File: src/rtl/id_ex_pkg.sv
// id_ex_pkg: shared constants and helpers for the ID/EX stage buffer.
//   - default field widths (OPC_W_DEF .. DATA_W_DEF)
//   - id_ex_payload_w(): total width of the flat held-entry payload
//   - id_ex_off_*(): bit offsets of each field inside that payload
//   - OFF_*_DEF: the same offsets evaluated at the default widths
// Payload layout, MSB to LSB:
//   {wr_en, opcode, operanda, operandb, dmaddr, dest, opAdata, opBdata}
package id_ex_pkg;

    localparam int OPC_W_DEF  = 4;
    localparam int REG_W_DEF  = 3;
    localparam int ADDR_W_DEF = 4;
    localparam int DATA_W_DEF = 8;

    function automatic int id_ex_payload_w(input int opc_w, input int reg_w,
                                           input int addr_w, input int data_w);
        return 1 + opc_w + 3 * reg_w + addr_w + 2 * data_w;
    endfunction

    function automatic int id_ex_off_opb(input int data_w);
        return 0 * data_w;
    endfunction

    function automatic int id_ex_off_opa(input int data_w);
        return data_w;
    endfunction

    function automatic int id_ex_off_dest(input int data_w);
        return 2 * data_w;
    endfunction

    function automatic int id_ex_off_addr(input int reg_w, input int data_w);
        return 2 * data_w + reg_w;
    endfunction

    function automatic int id_ex_off_oprb(input int reg_w, input int addr_w,
                                          input int data_w);
        return 2 * data_w + reg_w + addr_w;
    endfunction

    function automatic int id_ex_off_opra(input int reg_w, input int addr_w,
                                          input int data_w);
        return 2 * data_w + 2 * reg_w + addr_w;
    endfunction

    function automatic int id_ex_off_opc(input int reg_w, input int addr_w,
                                         input int data_w);
        return 2 * data_w + 3 * reg_w + addr_w;
    endfunction

    function automatic int id_ex_off_wr(input int opc_w, input int reg_w,
                                        input int addr_w, input int data_w);
        return 2 * data_w + 3 * reg_w + addr_w + opc_w;
    endfunction

    localparam int OFF_OPB_DEF  = id_ex_off_opb(DATA_W_DEF);
    localparam int OFF_OPA_DEF  = id_ex_off_opa(DATA_W_DEF);
    localparam int OFF_DEST_DEF = id_ex_off_dest(DATA_W_DEF);
    localparam int OFF_ADDR_DEF = id_ex_off_addr(REG_W_DEF, DATA_W_DEF);
    localparam int OFF_OPRB_DEF = id_ex_off_oprb(REG_W_DEF, ADDR_W_DEF, DATA_W_DEF);
    localparam int OFF_OPRA_DEF = id_ex_off_opra(REG_W_DEF, ADDR_W_DEF, DATA_W_DEF);
    localparam int OFF_OPC_DEF  = id_ex_off_opc(REG_W_DEF, ADDR_W_DEF, DATA_W_DEF);
    localparam int OFF_WR_DEF   = id_ex_off_wr(OPC_W_DEF, REG_W_DEF, ADDR_W_DEF, DATA_W_DEF);

endpackage

File: src/rtl/id_ex_hist_shift.sv
// id_ex_hist_shift: HIST_DEPTH-slot shift register with per-slot valid.
//   clk_i    in   clock, rising edge
//   rst_ni   in   asynchronous active-low reset (clears valid and data)
//   shift_i  in   advance: slot 0 <= ent_i, slot k <= slot k-1, oldest dropped
//   ent_i    in   ENT_W  entry written into slot 0 on shift
//   vld_o    out  HIST_DEPTH  per-slot valid, bit 0 is the newest slot
//   ent_o    out  HIST_DEPTH*ENT_W  slot k at [k*ENT_W +: ENT_W]
module id_ex_hist_shift #(
    parameter int HIST_DEPTH = 2,
    parameter int ENT_W      = 8
) (
    input  logic                        clk_i,
    input  logic                        rst_ni,
    input  logic                        shift_i,
    input  logic [ENT_W-1:0]            ent_i,
    output logic [HIST_DEPTH-1:0]       vld_o,
    output logic [HIST_DEPTH*ENT_W-1:0] ent_o
);

    logic [HIST_DEPTH-1:0] vld_q, vld_d;
    logic [ENT_W-1:0]      ent_q [HIST_DEPTH];
    logic [ENT_W-1:0]      ent_d [HIST_DEPTH];

    always_comb begin
        vld_d = vld_q;
        for (int k = 0; k < HIST_DEPTH; k++) begin
            ent_d[k] = ent_q[k];
        end
        if (shift_i) begin
            vld_d[0] = 1'b1;
            ent_d[0] = ent_i;
            for (int k = 1; k < HIST_DEPTH; k++) begin
                vld_d[k] = vld_q[k-1];
                ent_d[k] = ent_q[k-1];
            end
        end
    end

    always_ff @(posedge clk_i or negedge rst_ni) begin
        if (!rst_ni) begin
            vld_q <= '0;
            for (int k = 0; k < HIST_DEPTH; k++) begin
                ent_q[k] <= '0;
            end
        end else begin
            vld_q <= vld_d;
            for (int k = 0; k < HIST_DEPTH; k++) begin
                ent_q[k] <= ent_d[k];
            end
        end
    end

    assign vld_o = vld_q;

    for (genvar k = 0; k < HIST_DEPTH; k++) begin : g_flat
        assign ent_o[k*ENT_W +: ENT_W] = ent_q[k];
    end

endmodule

File: src/rtl/id_ex_stage_buf.sv
// id_ex_stage_buf: one-entry ID/EX pipeline buffer with flush, a retirement
// history of the last HIST_DEPTH instructions taken by execute, and
// combinational RAW hazard flags for the instruction decode is offering.
//   clk, rst_n                 clock / asynchronous active-low reset
//   in_valid / in_ready        decode-side handshake
//   in_*                       decoded fields of the offered instruction
//   flush                      squash held entry and block incoming transfer
//   out_valid / out_ready      execute-side handshake
//   out_*                      held entry fields
//   hist_valid/dest/opcode/wr_en  history slots, slot 0 newest
//   haz_a, haz_b               RAW hazard on in_operanda / in_operandb
// Handshake: a transfer happens on an edge where valid & ready are both 1;
// a valid source holds its payload stable until that edge; ready may depend
// combinationally on the sink's downstream ready (out_ready -> in_ready).
module id_ex_stage_buf
    import id_ex_pkg::*;
#(
    parameter int OPC_W      = OPC_W_DEF,
    parameter int REG_W      = REG_W_DEF,
    parameter int ADDR_W     = ADDR_W_DEF,
    parameter int DATA_W     = DATA_W_DEF,
    parameter int HIST_DEPTH = 2
) (
    input  logic                         clk,
    input  logic                         rst_n,
    input  logic                         in_valid,
    output logic                         in_ready,
    input  logic                         in_wr_en,
    input  logic [OPC_W-1:0]             in_opcode,
    input  logic [REG_W-1:0]             in_operanda,
    input  logic [REG_W-1:0]             in_operandb,
    input  logic [ADDR_W-1:0]            in_dmaddr,
    input  logic [REG_W-1:0]             in_dest,
    input  logic [DATA_W-1:0]            in_opAdata,
    input  logic [DATA_W-1:0]            in_opBdata,
    input  logic                         flush,
    output logic                         out_valid,
    input  logic                         out_ready,
    output logic                         out_wr_en,
    output logic [OPC_W-1:0]             out_opcode,
    output logic [REG_W-1:0]             out_operanda,
    output logic [REG_W-1:0]             out_operandb,
    output logic [ADDR_W-1:0]            out_dmaddr,
    output logic [REG_W-1:0]             out_dest,
    output logic [DATA_W-1:0]            out_opAdata,
    output logic [DATA_W-1:0]            out_opBdata,
    output logic [HIST_DEPTH-1:0]        hist_valid,
    output logic [HIST_DEPTH*REG_W-1:0]  hist_dest,
    output logic [HIST_DEPTH*OPC_W-1:0]  hist_opcode,
    output logic [HIST_DEPTH-1:0]        hist_wr_en,
    output logic                         haz_a,
    output logic                         haz_b
);

    localparam int PAY_W  = id_ex_payload_w(OPC_W, REG_W, ADDR_W, DATA_W);
    localparam int O_OPB  = id_ex_off_opb(DATA_W);
    localparam int O_OPA  = id_ex_off_opa(DATA_W);
    localparam int O_DEST = id_ex_off_dest(DATA_W);
    localparam int O_ADDR = id_ex_off_addr(REG_W, DATA_W);
    localparam int O_OPRB = id_ex_off_oprb(REG_W, ADDR_W, DATA_W);
    localparam int O_OPRA = id_ex_off_opra(REG_W, ADDR_W, DATA_W);
    localparam int O_OPC  = id_ex_off_opc(REG_W, ADDR_W, DATA_W);
    localparam int O_WR   = id_ex_off_wr(OPC_W, REG_W, ADDR_W, DATA_W);
    // History keeps only what hazard detection and debug need.
    localparam int ENT_W  = 1 + OPC_W + REG_W;

    logic             valid_q, valid_d;
    logic [PAY_W-1:0] pay_q, pay_d;
    logic [PAY_W-1:0] in_pay;
    logic             in_fire, out_fire;

    assign in_pay = {in_wr_en, in_opcode, in_operanda, in_operandb,
                     in_dmaddr, in_dest, in_opAdata, in_opBdata};

    assign in_ready = ~flush & (~valid_q | out_ready);
    assign in_fire  = in_valid & in_ready;
    assign out_fire = valid_q & out_ready;

    // Payload only changes on a load, so a stall or a drop leaves every
    // out_* field bit-stable. Flush without a retire drops the entry; with
    // a retire the entry leaves normally, and in_ready is already 0.
    always_comb begin
        valid_d = valid_q;
        pay_d   = pay_q;
        if (in_fire) begin
            valid_d = 1'b1;
            pay_d   = in_pay;
        end else if (out_fire || flush) begin
            valid_d = 1'b0;
        end
    end

    always_ff @(posedge clk or negedge rst_n) begin
        if (!rst_n) begin
            valid_q <= 1'b0;
            pay_q   <= '0;
        end else begin
            valid_q <= valid_d;
            pay_q   <= pay_d;
        end
    end

    assign out_valid    = valid_q;
    assign out_wr_en    = pay_q[O_WR];
    assign out_opcode   = pay_q[O_OPC  +: OPC_W];
    assign out_operanda = pay_q[O_OPRA +: REG_W];
    assign out_operandb = pay_q[O_OPRB +: REG_W];
    assign out_dmaddr   = pay_q[O_ADDR +: ADDR_W];
    assign out_dest     = pay_q[O_DEST +: REG_W];
    assign out_opAdata  = pay_q[O_OPA  +: DATA_W];
    assign out_opBdata  = pay_q[O_OPB  +: DATA_W];

    // History advances only when execute takes the held entry.
    logic [ENT_W-1:0]            hist_in;
    logic [HIST_DEPTH*ENT_W-1:0] hist_flat;

    assign hist_in = {out_wr_en, out_opcode, out_dest};

    id_ex_hist_shift #(
        .HIST_DEPTH (HIST_DEPTH),
        .ENT_W      (ENT_W)
    ) u_hist (
        .clk_i   (clk),
        .rst_ni  (rst_n),
        .shift_i (out_fire),
        .ent_i   (hist_in),
        .vld_o   (hist_valid),
        .ent_o   (hist_flat)
    );

    for (genvar k = 0; k < HIST_DEPTH; k++) begin : g_hist_out
        assign hist_dest[k*REG_W +: REG_W]   = hist_flat[k*ENT_W +: REG_W];
        assign hist_opcode[k*OPC_W +: OPC_W] = hist_flat[k*ENT_W + REG_W +: OPC_W];
        assign hist_wr_en[k]                 = hist_flat[k*ENT_W + ENT_W - 1];
    end

    // Hazard candidates: index 0 is the held entry, index k+1 is history
    // slot k. A candidate counts only if it is valid and writes a register.
    logic [HIST_DEPTH:0] cand_ok;
    logic [REG_W-1:0]    cand_dest [HIST_DEPTH+1];
    logic [HIST_DEPTH:0] match_a, match_b;

    assign cand_ok[0]   = valid_q & out_wr_en;
    assign cand_dest[0] = out_dest;

    for (genvar k = 0; k < HIST_DEPTH; k++) begin : g_cand
        assign cand_ok[k+1]   = hist_valid[k] & hist_wr_en[k];
        assign cand_dest[k+1] = hist_dest[k*REG_W +: REG_W];
    end

    for (genvar k = 0; k <= HIST_DEPTH; k++) begin : g_haz
        assign match_a[k] = cand_ok[k] & (cand_dest[k] == in_operanda);
        assign match_b[k] = cand_ok[k] & (cand_dest[k] == in_operandb);
    end

    assign haz_a = in_valid & (|match_a);
    assign haz_b = in_valid & (|match_b);

endmodule

File: config.mk
export PLATFORM = sky130hd
export DESIGN_NAME = id_ex_stage_buf
export DESIGN_NICKNAME = d
export VERILOG_FILES = /design/src/rtl/id_ex_pkg.sv /design/src/rtl/id_ex_hist_shift.sv /design/src/rtl/id_ex_stage_buf.sv
export SDC_FILE = /design/constraint.sdc
export NUM_CORES = 1
export LEC_CHECK = 0
export BUFFER_PORTS_ARGS = -buffer_cell sky130_fd_sc_hd__buf_2
export CORE_MARGIN = 2
export CORE_UTILIZATION = 45
export CTS_CLUSTER_SIZE = 10
export DETAILED_ROUTE_END_ITERATION = 16
export PLACE_DENSITY = 0.76
export RECOVER_POWER = 25
export SLEW_MARGIN = 20
export SYNTH_ARGS = -nofsm -noshare
export SYNTH_HDL_FRONTEND = slang
export SYNTH_SLANG_ARGS = --single-unit
File: constraint.sdc
create_clock -name clk -period 2.8 [get_ports clk]
set_clock_uncertainty 0.1 [all_clocks]
set_input_delay 0.14 -clock clk [delete_from_list [all_inputs] [get_ports clk]]
set_output_delay 0.14 -clock clk [all_outputs]
set_load 0.02 [all_outputs]
# [Word-level counts from Yosys, hierarchy flattened]
# Cells that the tools add are included.
[word_totals] inputBits=39 reg_bits=53 word_cells=34 output_inout_bits=56
[classes] n_reduce_logical=4 n_mux=2 n_eq_ne=6 bitwise=17
[ops] cell="== test 3 bit" n=6
[ops] cell="bitwise AND 1 bit" n=14
[ops] cell="OR reduction 3 bit" n=2
[ops] cell="two-way mux 1 bit" n=2
[ops] cell="NOT 1 bit" n=2
[ops] cell="nonzero test 2 bit" n=1
[ops] cell="logical OR 1 bit" n=1
[ops] cell="OR 1 bit" n=1

# [Logic depth before layout (Yosys ltp)]
[logic_depth] ltp_word=5 depth_mapped=4 depth_no_buf=3

# [Modules after synthesis]
# From an unflattened synthesis, not the netlist that was laid out.
[unflattened] cells_unflattened=145 hier_area_um2=2279.7
[by_module_without_submodules] mod="id_ex_stage_buf" cells_each=107 area_each_um2=1566.5 seq_area_each_um2=875.8 n_inst=1
[by_module_without_submodules] mod="id_ex_hist_shift" cells_each=38 area_each_um2=713.2 seq_area_each_um2=450.4 n_inst=1

# [Worst setup path after synthesis]
# Ideal clock, no wire load.
[synth_timing] path_kind="reg2reg" from="register valid_q (netlist: out_valid)" to="register pay_q[0]" slack_ps=1109 period_less_slack_ps=1691 setup_ps=125 t_arrival_ps=1466 stages_incl_launch_ff=5 path_buffers=1 t_required_ps=2575 path_cell_list="dfrtp_1 > nor2b_4 > nor3b_4 > buf_6 > mux2_2"
[synth_via] elab_chain_cells=4
[synth_rtl] element="start, declared" line_no="id_ex_stage_buf.sv:67" text="logic valid_q, valid_d;"
[synth_rtl] element="start signal, assigned" line_no="id_ex_stage_buf.sv:98" text="valid_q <= valid_d;"
[synth_rtl] element="NOT 1 bit" line_no="id_ex_stage_buf.sv:75" text="assign in_ready = ~flush & (~valid_q | out_ready);"
[synth_rtl] element="OR 1 bit" line_no="id_ex_stage_buf.sv:75"
[synth_rtl] element="bitwise AND 1 bit" line_no="id_ex_stage_buf.sv:75"
[synth_rtl] element="bitwise AND 1 bit" line_no="id_ex_stage_buf.sv:76" text="assign in_fire = in_valid & in_ready;"
[synth_rtl] element="end signal, assigned" line_no="id_ex_stage_buf.sv:99" text="pay_q <= pay_d;"
[synth_rtl] element="end, declared" line_no="id_ex_stage_buf.sv:68" text="logic [PAY_W-1:0] pay_q, pay_d;"
# Every way passes these cells.
# A chain may end at the register's enable or synchronous reset.

==> impl_metrics.tcl <==
set metrics [dict create \
    syn_area_mm2 0.00222 \
    multi_input_area_um2 845 \
    finalCriticalPeriod_ns 1.88 \
    grt_pass1_wl_mm 7.76 \
    fin_nets 312 \
    yosys.area.top_type_share_pct 59.8 \
    startpoint_type "input port" \
    synth_edf_count 0 \
    synth_cells 144 \
    post-route-period-util_pct 67.1 \
    cap_violations 0 \
    fp.dieArea_mm2 0.00550 \
    drv_slew 0 \
    synth_commonest_cells "53 x dfrtp_1, 51 x mux2_2, 18 x xor2_1, 6 x nor4_1, 4 x nand2_1" \
    min_from "in_operanda[2]" \
    syn_area_per_cell_um2 15.4 \
    rsz0062_at_grt "false" \
    cp.arrival_ns 2.23 \
    clock_path_buffers 2 \
    vias 1620 \
    fp.coreArea_mm2 0.00472 \
    ir_drop_uv 438 \
    synth.area.top_cells "dfrtp_1 60%, mux2_2 26%, xor2_1 7.1%" \
    reg2regPathDepth 4 \
    ant_nets 0 \
    grt_pass1_vias 1640 \
    clkTransAtPathRegs_ns 0.09 \
    first_pass_iters 4 \
    r2r-start "out_valid$_DFFE_PN0P_" \
    die_height_um 74.2 \
    grt_max_degree 35 \
    fillers 366 \
    synth-seq-area-share_pct 59.8 \
    preCtsSetupSlack_ns 1.06 \
    areaGrowthSynthToFinish_pct 39.7 \
    maxSlewHeadroom_pct 3.82 \
    clock-root-buffer "clkbuf_8" \
    htreeDepth 2 \
    vias_per_cell 4.78 \
    worst-path-max-fanout 27 \
    yosys_warnings 0 \
    overflow 0 \
    regToRegSetupSlack_ns 1.00 \
    clock_latency_ns 0.29 \
    ctsResizeCount 0 \
    boundaryPins 95 \
    p_per_area_mw_per_mm2 720 \
    diodes 0 \
    yosysMostFrequentCell "dfrtp_1" \
    drive_above_1_share_pct 51.5 \
    whs_path_depth 2 \
    gp_congestion 0.828 \
    ys_seq_elements 53 \
    start_util_pct 46.9 \
    drc 0 \
    ff_latch_area_mm2 0.00133 \
    setup_violations 0 \
    cts_tree "yes" \
    cts_buffers 5 \
    crit_type "in2async" \
    fin_ws_ns 0.922 \
    groute.usage.overall_pct 18.9 \
    clock_sinks 53 \
    dr.first_iter.drc_count 67 \
    antenna_found_initial 0 \
    synth_ff_type "dfrtp_1" \
    cp-end-kind "asynchronous set/reset pin" \
    setup_tns_ns 0 \
    yosysUniqueCellTypes 12 \
    hold_end "pay_q[28]$_DFFE_PN0P_" \
    yosys.area.top_type "dfrtp_1" \
    status "finished, final reports clean" \
    max_freq_ghz 0.533 \
    rows 25 \
    drt_wl_total_mm 4.91 \
    p_leak_nw 1.44 \
    worstMarginPinSlew_ns 1.44 \
    timing.rr.end "pay_q[23]$_DFFE_PN0P_" \
    hp-class "in2reg" \
    cp.required_ns 3.15 \
    hold_viol 0 \
    wl_per_cell_um 14.5 \
    port_buffers 94 \
    async_flop_share_pct 100 \
    dp_hpwl_mm 3.23 \
    syn-num-nets 183 \
    die_w_um 74.2 \
]
## placed cells by master, fill, tap and decap left out
master,Yosys,final
dlygate4sd3_1,0,30
clkinv_2,0,1
clkbuf_1,0,14
clkbuf_8,0,5
nor2b_1,0,1
nor4_1,6,6
xor2_1,18,18
o31a_1,2,2
nor3b_4,1,1
buf_2,1,80
nand2b_1,1,1
mux2_2,51,51
nor2_1,3,3
buf_4,0,2
nand2_1,4,4
dfrtp_1,53,53
## final cells by class
class	instances	area share (%)
sequential	53	42.8
clock inverter	1	0.162
tap	67	2.71
clock buffer	5	2.22
timing repair buffer	126	24.8
multi-input combinational	87	27.3
## state kept, by name, summed over array words and instances (netlist names)
signal / flops
out_valid: 1
pay_q: 34
u_hist.ent_o: 16
u_hist.vld_o: 2
## metal layers
layer / routed length, um / part of all wire [%] / global-route usage (%) / vias up
met5: 0 / 0 / 0 / -
met4: 55 / 1.1 / 5.45 / 0
met3: 289 / 5.9 / 5.69 / 6
met2: 2410 / 49 / 31.5 / 55
met1: 2150 / 44 / 24.0 / 798
li1: - / - / - / 761
## worst max-delay path by stage
stage,startpoint,to,slack (ns),cells past startpoint
floorplan,out_valid$_DFFE_PN0P_,pay_q[0]$_DFFE_PN0P_,1.11,4
global placement,out_valid$_DFFE_PN0P_,pay_q[8]$_DFFE_PN0P_,1.09,4
detailed placement,out_valid$_DFFE_PN0P_,pay_q[23]$_DFFE_PN0P_,1.06,4
CTS,u_hist.ent_o[10]$_DFFE_PN0P_,haz_b,0.99,4
global route,rst_n,u_hist.ent_o[14]$_DFFE_PN0P_,0.60,3
finish,rst_n,pay_q[27]$_DFFE_PN0P_,0.92,3
## critical path: stages
cell and delay [ns]:
dlygate4sd3_1 0.52, clkbuf_1 1.05, buf_4 0.50
## cell families after synthesis
logic type / count (synthesis) / synth area share (%)
AOI/OAI and AO/OA: 2 / 0.790
xor gates and xnor gates: 18 / 7.11
buffers and inverters: 4 / 1.75
DFF: 53 / 59.8
muxes: 51 / 25.9
and+or+nand+nor: 16 / 4.63
## stage by stage
step	total power, mW	hold slack [ns]	area (um2)	utilization, %	std cells
final	2.23	0.0531	3100	65.6	339
after floorplan	1.55	-0.256	2220	-	144
after CTS	2.27	0.0408	3120	66.1	339
after global placement	1.83	0.0811	2750	58.2	303
after global routing	2.36	0.0493	3100	65.6	339
after detailed placement	1.84	0.0785	2750	58.2	303
## power by group
part | internal [mW] | switching [mW]
clock | 0.165 | 0.223
combinational | 0.337 | 0.434
sequential | 0.936 | 0.135
total | 1.44 | 0.792
## what timing repair did
action / 4_1_cts / 5_1_grt
hold buffers: 30 / 0
buffers inserted: 0 / 0
endpoints found under the hold margin: 55 / 0
Note: power is estimated with default switching activity, not from simulation.
